==> config.mk <==
export PLATFORM = sky130hd
export DESIGN_NAME = answer_capture_flat
export DESIGN_NICKNAME = d
export VERILOG_FILES = /design/src/rtl/answer_capture_if.sv /design/src/rtl/answer_capture.sv /design/src/flat_wrapper.sv
export SDC_FILE = /design/constraint.sdc
export NUM_CORES = 1
export LEC_CHECK = 0
export ABC_CLOCK_PERIOD_IN_PS = 3700
export BUFFER_PORTS_ARGS = -buffer_cell sky130_fd_sc_hd__buf_2
export CORE_UTILIZATION = 63
export CTS_BUF_LIST = sky130_fd_sc_hd__clkbuf_8
export CTS_CLUSTER_DIAMETER = 150
export DETAILED_ROUTE_END_ITERATION = 7
export GPL_TIMING_DRIVEN = 0
export PLACE_DENSITY = 0.87
export RECOVER_POWER = 100
export SYNTH_ARGS = -nofsm -noshare
export SYNTH_HDL_FRONTEND = slang
export SYNTH_SLANG_ARGS = --single-unit
export TNS_END_PERCENT = 10
==> constraint.sdc <==
create_clock -name clk -period 3.7 [get_ports clk]
set_clock_uncertainty 0.15 [all_clocks]
set_input_delay 0.37 -clock clk [delete_from_list [all_inputs] [get_ports clk]]
set_output_delay 0.37 -clock clk [all_outputs]
set_load 0.01 [all_outputs]
==> src/rtl/answer_capture_if.sv <==
// Player-input bus of the LED memory game answer stage.
// The master side is the surrounding game (display stage, switches, button and
// compare stage). The slave side is answer_capture.
interface answer_capture_if #(
    parameter int N_SW    = 10,
    parameter int TIMER_W = 16
);
    logic                start;
    logic [N_SW-1:0]     switch;
    logic                submit;
    logic [N_SW-1:0]     my_sol;
    logic                done;
    logic                time_out;
    logic                busy;
    logic [TIMER_W-1:0]  remaining;

    modport master (
        output start, switch, submit,
        input  my_sol, done, time_out, busy, remaining
    );

    modport slave (
        input  start, switch, submit,
        output my_sol, done, time_out, busy, remaining
    );
endinterface

==> src/rtl/answer_capture.sv <==
// Answer capture stage.
// The stage opens an answer window when the display stage signals that the
// pattern has been shown. It synchronizes and debounces the slide switches.
// It latches the debounced answer on a fresh submit press or on window timeout.
// It then hands my_sol to the compare stage together with a one-cycle done pulse.
// Every output is driven straight from a flop.
module answer_capture #(
    parameter int N_SW            = 10,
    parameter int DEBOUNCE_CYCLES = 4,
    parameter int TIMEOUT_CYCLES  = 64,
    parameter int TIMER_W         = 16
) (
    input  logic              clk,
    input  logic              reset,
    answer_capture_if.slave   bus
);

    localparam int CNT_W = (DEBOUNCE_CYCLES > 1) ? $clog2(DEBOUNCE_CYCLES) : 1;
    localparam logic [CNT_W-1:0]   CNT_MAX    = CNT_W'(DEBOUNCE_CYCLES - 1);
    localparam logic [TIMER_W-1:0] TIMER_LOAD = TIMER_W'(TIMEOUT_CYCLES - 1);

    typedef enum logic [1:0] {
        IDLE = 2'd0,
        WAIT = 2'd1,
        DONE = 2'd2
    } state_t;

    // Input synchronizers.
    // sw_prev_q holds the synchronized switch vector from the previous cycle.
    logic [N_SW-1:0] sw_s1_q, sw_s1_d;
    logic [N_SW-1:0] sw_s2_q, sw_s2_d;
    logic [N_SW-1:0] sw_prev_q, sw_prev_d;
    logic            sub_s1_q, sub_s1_d;
    logic            sub_s2_q, sub_s2_d;
    logic            sub_s3_q, sub_s3_d;
    logic            sub_edge_s;

    // Debouncer
    logic [CNT_W-1:0] dbc_cnt_q, dbc_cnt_d;
    logic [N_SW-1:0]  sw_stable_q, sw_stable_d;

    // Window FSM and its registered outputs
    state_t           state_q, state_d;
    logic [TIMER_W-1:0] timer_q, timer_d;
    logic [N_SW-1:0]  my_sol_q, my_sol_d;
    logic             done_q, done_d;
    logic             time_out_q, time_out_d;
    logic             busy_q, busy_d;

    // Next value of each stage in the synchronizer chains.
    always_comb begin
        sw_s1_d   = bus.switch;
        sw_s2_d   = sw_s1_q;
        sw_prev_d = sw_s2_q;
        sub_s1_d  = bus.submit;
        sub_s2_d  = sub_s1_q;
        sub_s3_d  = sub_s2_q;
    end

    // A submit press counts only on the 0->1 transition of the synchronized button.
    // A button held down across windows therefore never re-triggers.
    assign sub_edge_s = sub_s2_q & ~sub_s3_q;

    // Debounce counter.
    // Any change of the synchronized vector restarts the count.
    // sw_stable takes the new value only after the vector has held still long enough.
    always_comb begin
        dbc_cnt_d   = dbc_cnt_q;
        sw_stable_d = sw_stable_q;
        if (sw_s2_q != sw_prev_q) begin
            dbc_cnt_d = {CNT_W{1'b0}};
        end else begin
            if (dbc_cnt_q == CNT_MAX) begin
                sw_stable_d = sw_s2_q;
            end else begin
                dbc_cnt_d = dbc_cnt_q + CNT_W'(1);
            end
        end
    end

    // Window FSM next state and next output values.
    // The timer doubles as the remaining count and is held at zero outside WAIT.
    always_comb begin
        state_d    = state_q;
        timer_d    = timer_q;
        my_sol_d   = my_sol_q;
        done_d     = 1'b0;
        time_out_d = time_out_q;
        busy_d     = busy_q;
        case (state_q)
            IDLE: begin
                if (bus.start) begin
                    state_d    = WAIT;
                    timer_d    = TIMER_LOAD;
                    time_out_d = 1'b0;
                    busy_d     = 1'b1;
                end else begin
                    timer_d = {TIMER_W{1'b0}};
                    busy_d  = 1'b0;
                end
            end
            WAIT: begin
                // Submit takes priority over the timer expiring in the same cycle.
                if (sub_edge_s) begin
                    state_d    = DONE;
                    my_sol_d   = sw_stable_q;
                    time_out_d = 1'b0;
                    done_d     = 1'b1;
                    busy_d     = 1'b0;
                    timer_d    = {TIMER_W{1'b0}};
                end else if (timer_q == {TIMER_W{1'b0}}) begin
                    state_d    = DONE;
                    my_sol_d   = sw_stable_q;
                    time_out_d = 1'b1;
                    done_d     = 1'b1;
                    busy_d     = 1'b0;
                end else begin
                    timer_d = timer_q - TIMER_W'(1);
                    busy_d  = 1'b1;
                end
            end
            DONE: begin
                state_d = IDLE;
                busy_d  = 1'b0;
                timer_d = {TIMER_W{1'b0}};
            end
            default: begin
                state_d    = IDLE;
                timer_d    = {TIMER_W{1'b0}};
                busy_d     = 1'b0;
                time_out_d = 1'b0;
            end
        endcase
    end

    // Synchronizer and debouncer state, cleared by the asynchronous reset.
    always_ff @(posedge clk or negedge reset) begin
        if (!reset) begin
            sw_s1_q     <= {N_SW{1'b0}};
            sw_s2_q     <= {N_SW{1'b0}};
            sw_prev_q   <= {N_SW{1'b0}};
            sub_s1_q    <= 1'b0;
            sub_s2_q    <= 1'b0;
            sub_s3_q    <= 1'b0;
            dbc_cnt_q   <= {CNT_W{1'b0}};
            sw_stable_q <= {N_SW{1'b0}};
        end else begin
            sw_s1_q     <= sw_s1_d;
            sw_s2_q     <= sw_s2_d;
            sw_prev_q   <= sw_prev_d;
            sub_s1_q    <= sub_s1_d;
            sub_s2_q    <= sub_s2_d;
            sub_s3_q    <= sub_s3_d;
            dbc_cnt_q   <= dbc_cnt_d;
            sw_stable_q <= sw_stable_d;
        end
    end

    // FSM state and registered outputs.
    // An asynchronous reset aborts any open window without producing a done pulse.
    always_ff @(posedge clk or negedge reset) begin
        if (!reset) begin
            state_q    <= IDLE;
            timer_q    <= {TIMER_W{1'b0}};
            my_sol_q   <= {N_SW{1'b0}};
            done_q     <= 1'b0;
            time_out_q <= 1'b0;
            busy_q     <= 1'b0;
        end else begin
            state_q    <= state_d;
            timer_q    <= timer_d;
            my_sol_q   <= my_sol_d;
            done_q     <= done_d;
            time_out_q <= time_out_d;
            busy_q     <= busy_d;
        end
    end

    assign bus.my_sol    = my_sol_q;
    assign bus.done      = done_q;
    assign bus.time_out  = time_out_q;
    assign bus.busy      = busy_q;
    assign bus.remaining = timer_q;

endmodule

==> src/flat_wrapper.sv <==
// flat-port wrapper written by rule: the top's interface ports become plain ports
module answer_capture_flat 
#(
    parameter int N_SW            = 10,
    parameter int DEBOUNCE_CYCLES = 4,
    parameter int TIMEOUT_CYCLES  = 64,
    parameter int TIMER_W         = 16
)
  (clk, reset, bus_start, bus_switch, bus_submit, bus_my_sol, bus_done, bus_time_out, bus_busy, bus_remaining);
  answer_capture_if #(.N_SW(N_SW), .TIMER_W(TIMER_W)) bus_i ();
  input  logic clk;
  input  logic reset;
  input wire logic [$bits(bus_i.start)-1:0] bus_start;
  input wire logic [$bits(bus_i.switch)-1:0] bus_switch;
  input wire logic [$bits(bus_i.submit)-1:0] bus_submit;
  output wire logic [$bits(bus_i.my_sol)-1:0] bus_my_sol;
  output wire logic [$bits(bus_i.done)-1:0] bus_done;
  output wire logic [$bits(bus_i.time_out)-1:0] bus_time_out;
  output wire logic [$bits(bus_i.busy)-1:0] bus_busy;
  output wire logic [$bits(bus_i.remaining)-1:0] bus_remaining;
  assign bus_i.start = bus_start;
  assign bus_i.switch = bus_switch;
  assign bus_i.submit = bus_submit;
  assign bus_my_sol = bus_i.my_sol;
  assign bus_done = bus_i.done;
  assign bus_time_out = bus_i.time_out;
  assign bus_busy = bus_i.busy;
  assign bus_remaining = bus_i.remaining;
  answer_capture #(.N_SW(N_SW), .DEBOUNCE_CYCLES(DEBOUNCE_CYCLES), .TIMEOUT_CYCLES(TIMEOUT_CYCLES), .TIMER_W(TIMER_W)) u_core (.clk(clk), .reset(reset), .bus(bus_i));
endmodule
==> impl_metrics.toml <==
[cts]
tritoncts_clock_tree = "built"
postCtsSetupRepairBufs = 0
cts_max_path_buffers = 2
cts-buffers-inserted = 9
clkSlewWorstSetupHoldPaths_ns = 0.08
cts_root_buf = "sky130_fd_sc_hd__clkbuf_8"
cts_htree_levels = 3
worstSkewPairLatency_ns = 0.34
cts.sinks = 76

[drt]
ant_nets = 0
drt_first_pass_iters = 4
route.detailed.wl_per_inst_um = 15.1
route.top_layer_used = "met4"
via_per_inst = 5.39
detailedRoute.firstIterationViolations = 123
routed-wl-met2_mm = 2.56
drt-total-wl_mm = 4.93
vias = 1763
wl_met3_um = 204
detail_route.drc_violations = 0
drt-met1-wl_mm = 2.10

[place]
dp.cells = 300
portBuffers = 42
routabilityCongestion = 0.830
dpl.hpwl_mm = 3.30
pre_cts_slack_ns = 1.17

[logic_synthesis]
post_synth_instance_area_mm2 = 0.00287
synth.area.mux_share_pct = 9.24
part_of_the_yosys_area_used_for_sequential_elements_pct = 66.3
postSynthCellCount = 206
synth-compound-area-share_pct = 5.45
async_reset_ff_share_pct = 100
synth-xor-area-share_pct = 5.49
synth_ff_type = "sky130_fd_sc_hd__dfrtp_1"
synth_fa_ha_area_share_pct = 0.872
yosysTopAreaCell = "sky130_fd_sc_hd__dfrtp_1"
netlist_top_cells_area = "sky130_fd_sc_hd__dfrtp_1 (66%), sky130_fd_sc_hd__xor2_1 (4.9%), sky130_fd_sc_hd__mux2_2 (4.7%)"
synth-warning-count = 0
synth_fp_nets = 222
synthSimpleGateAreaFrac_pct = 11.2
avg_synthesized_cell_area_um2 = 13.9
number_of_register_bits_inferred_by_synthesis = 76
synth_enable_flop_cells = 0
synth_top_cell_area_share_pct = 66.3
largest_family_of_logic_cells_by_synthesized_area = "simple AND/OR/NAND/NOR gates"
post_synth_num_cell_types = 38

[critical_path]
critical_path.startpoint_type = "flop"
critPathCaptureType = "flop"
criticalPathCategory = "reg -> reg"
maximum_fanout_along_the_worst_path = 10
timing.critical_path.required_ns = 3.77
critPathSlowestCell = "sky130_fd_sc_hd__or4b_1"
crit_path_cell_trace = "inv_1 > ha_1 > or4b_1 > or2_4 > nor2_1 > o21bai_4 > buf_6 > mux2_1"
crit_arrival_ns = 3.03
ff2ff_path_depth = 8
worst_path_largest_cell_delay_ns = 0.52

[sta]
worst_hold_slack_ns = 0.199
final_min_period_ns = 2.96
post-route-period-util_pct = 80.1
final_hold_viol_count = 0
worst-slew-pin-transition_ns = 1.78
final_critical_path_setup_slack_ns = 0.737
setup_viol = 0
setup-tns-final_ns = 0
setup_repair_after_global_routing_missed_its_margin = "no"
report.final.slew_viol_count = 77
worst_slew_margin_rel_pct = -18.5
fmaxAchievable_mhz = 337

[layout]
ratio_of_cells_with_drive_above_1_in_the_final_layout_pct = 17.1
flow.area_growth_from_synthesis_pct = 18.0
post_layout_nonfiller_instances = 327
filler_instances = 287
n_antenna_cell = 0
finish.net_count = 286
register_area_mm2 = 0.00190
multi_input_comb_area_um2 = 871

[die]
initial_utilization_pct = 65.9
core_region_area_mm2 = 0.00435
die_x_um = 69.5
boundaryPins = 43
row_count = 24
design.die.area_mm2 = 0.00483
die_h_um = 69.5

[power]
power-per-cell-area_mw_per_mm2 = 660
max-vdd-ir-drop_mv = 0.419
design_power_total_w = 0.00224
total_leakage_power_nw = 1.61

[run_status]
violations_in_the_final_reports = "max-capacitance violations, max-slew violations"
outcome = "finished with violations"

[global_route]
antenna_found_initial = 0
globalRouteTotalUtil_pct = 23.9
overflow = 0
via_count_of_the_first_global_routing_pass = 1908
first_pass_grt_wire_length_mm = 8.66
pin_count_of_the_biggest_net_entering_global_routing = 77

[min_path]
worstHoldPathCells = 0
hold_path.class = "reg -> reg"

[flow_run]
timing.max_cap.violations = 1
## kinds of logic after synthesis
family	count (synthesis)
buffers and inverters	9
and+or+nand+nor	56
muxes	21
AOI/OAI and AO/OA	24
xor gates and xnor gates	18
DFF	76
adders and majority gates	2
## worst paths after layout
kind | from | endpoint | slack, ns
worst max-delay path | u_core.bus.remaining[0]$_DFFE_PN0P_ | u_core.bus.my_sol[5]$_DFFE_PN0P_ | 0.74
worst min-delay path | u_core.sub_s1_q$_DFF_PN0_ | u_core.sub_s2_q$_DFF_PN0_ | 0.20
worst max register to register | u_core.bus.remaining[0]$_DFFE_PN0P_ | u_core.bus.my_sol[5]$_DFFE_PN0P_ | 0.74
worst min register to register | u_core.sub_s1_q$_DFF_PN0_ | u_core.sub_s2_q$_DFF_PN0_ | 0.20
max in group asynchronous | reset | u_core.sw_prev_d[3]$_DFF_PN0_ | 2.00
min in group asynchronous | reset | u_core.bus.remaining[13]$_DFFE_PN0P_ | 0.34
## routing by layer
metal  vias to the layer above  track usage [%]
li1                        842                -
met1                       866             30.2
met2                        43             38.5
met3                        12             6.83
met4                         0             10.9
met5                         -                0
## cell usage after synthesis, types with 2 or more instances
master and number:
sky130_fd_sc_hd__dfrtp_1 76, sky130_fd_sc_hd__xor2_1 16, sky130_fd_sc_hd__nor2_1 13, sky130_fd_sc_hd__mux2_2 12
sky130_fd_sc_hd__nand2_1 10, sky130_fd_sc_hd__o21ai_0 9, sky130_fd_sc_hd__mux2_4 8, sky130_fd_sc_hd__a21oi_1 7
sky130_fd_sc_hd__nand3_1 7, sky130_fd_sc_hd__nor4_1 6, sky130_fd_sc_hd__inv_1 5, sky130_fd_sc_hd__clkbuf_1 3
sky130_fd_sc_hd__ha_1 2, sky130_fd_sc_hd__nand2b_1 2, sky130_fd_sc_hd__nor3_1 2, sky130_fd_sc_hd__o41ai_1 2
sky130_fd_sc_hd__or2_2 2, sky130_fd_sc_hd__or3_1 2, sky130_fd_sc_hd__or4_1 2, sky130_fd_sc_hd__xnor2_1 2
## registers in the layout, summed over array words and instances (netlist names), 2 cells and up
| register | flops |
|---|---|
| u_core.bus.my_sol | 10 |
| u_core.bus.remaining | 16 |
| u_core.dbc_cnt_q | 2 |
| u_core.state_q | 2 |
| u_core.sw_prev_d | 10 |
| u_core.sw_prev_q | 10 |
| u_core.sw_s1_q | 10 |
| u_core.sw_stable_q | 10 |
## critical path: cells and delay by family (launching register included)
kind,cells,cell delay (ns)
simple gates,3,1.32
flops,1,0.42
mux,1,0.32
buf+inv,2,0.28
fa+ha+maj,1,0.22
compound gates,1,0.13
## power by group
group | switching, W | internal, W | leakage [nW]
logic | 0.000324 | 0.000217 | 0.540
clock network | 0.000299 | 0.000382 | 0.102
registers | 0.0000927 | 0.000920 | 0.971
## metrics by stage
step	area, um^2	utilization, %
floorplan	2870	-
global placement	3150	72.2
detailed placement	3150	72.3
CTS	3480	80.0
global route	3390	77.8
finish	3390	77.8
## timing repair
action,4_1_cts,5_1_grt
hold buffers,11,0
gates resized for setup,0,0
endpoints found under the hold margin,11,0
## placed cells by master (no fill, tap or decap), types with 2 or more instances in the layout
master	count
sky130_fd_sc_hd__nor3_1	2
sky130_fd_sc_hd__clkbuf_8	9
sky130_fd_sc_hd__nand2_1	10
sky130_fd_sc_hd__bufinv_16	2
sky130_fd_sc_hd__nand3_1	7
sky130_fd_sc_hd__ha_1	2
sky130_fd_sc_hd__nor2_1	15
sky130_fd_sc_hd__dfrtp_1	76
sky130_fd_sc_hd__nor4_1	6
sky130_fd_sc_hd__inv_1	5
sky130_fd_sc_hd__mux2_1	10
sky130_fd_sc_hd__o21ai_0	9
sky130_fd_sc_hd__clkinvlp_4	3
sky130_fd_sc_hd__buf_2	12
sky130_fd_sc_hd__dlygate4sd3_1	11
sky130_fd_sc_hd__a21oi_1	7
sky130_fd_sc_hd__or4_1	3
sky130_fd_sc_hd__o41ai_1	2
sky130_fd_sc_hd__nand2b_1	2
sky130_fd_sc_hd__mux2_2	10
sky130_fd_sc_hd__clkbuf_1	32
sky130_fd_sc_hd__or2_2	2
sky130_fd_sc_hd__xnor2_1	2
sky130_fd_sc_hd__or3_1	2
sky130_fd_sc_hd__xor2_1	16
## cell type report
type,instances,share of cell area (%)
clock buffers,9,3.66
plain buffers,4,0.665
repair buffers,53,8.39
multi-input cells,121,25.7
well taps,52,1.92
inverters,5,0.554
clock inverters,7,2.96
flip-flops and latches,76,56.2
Note: power is estimated with default switching activity, not from simulation.
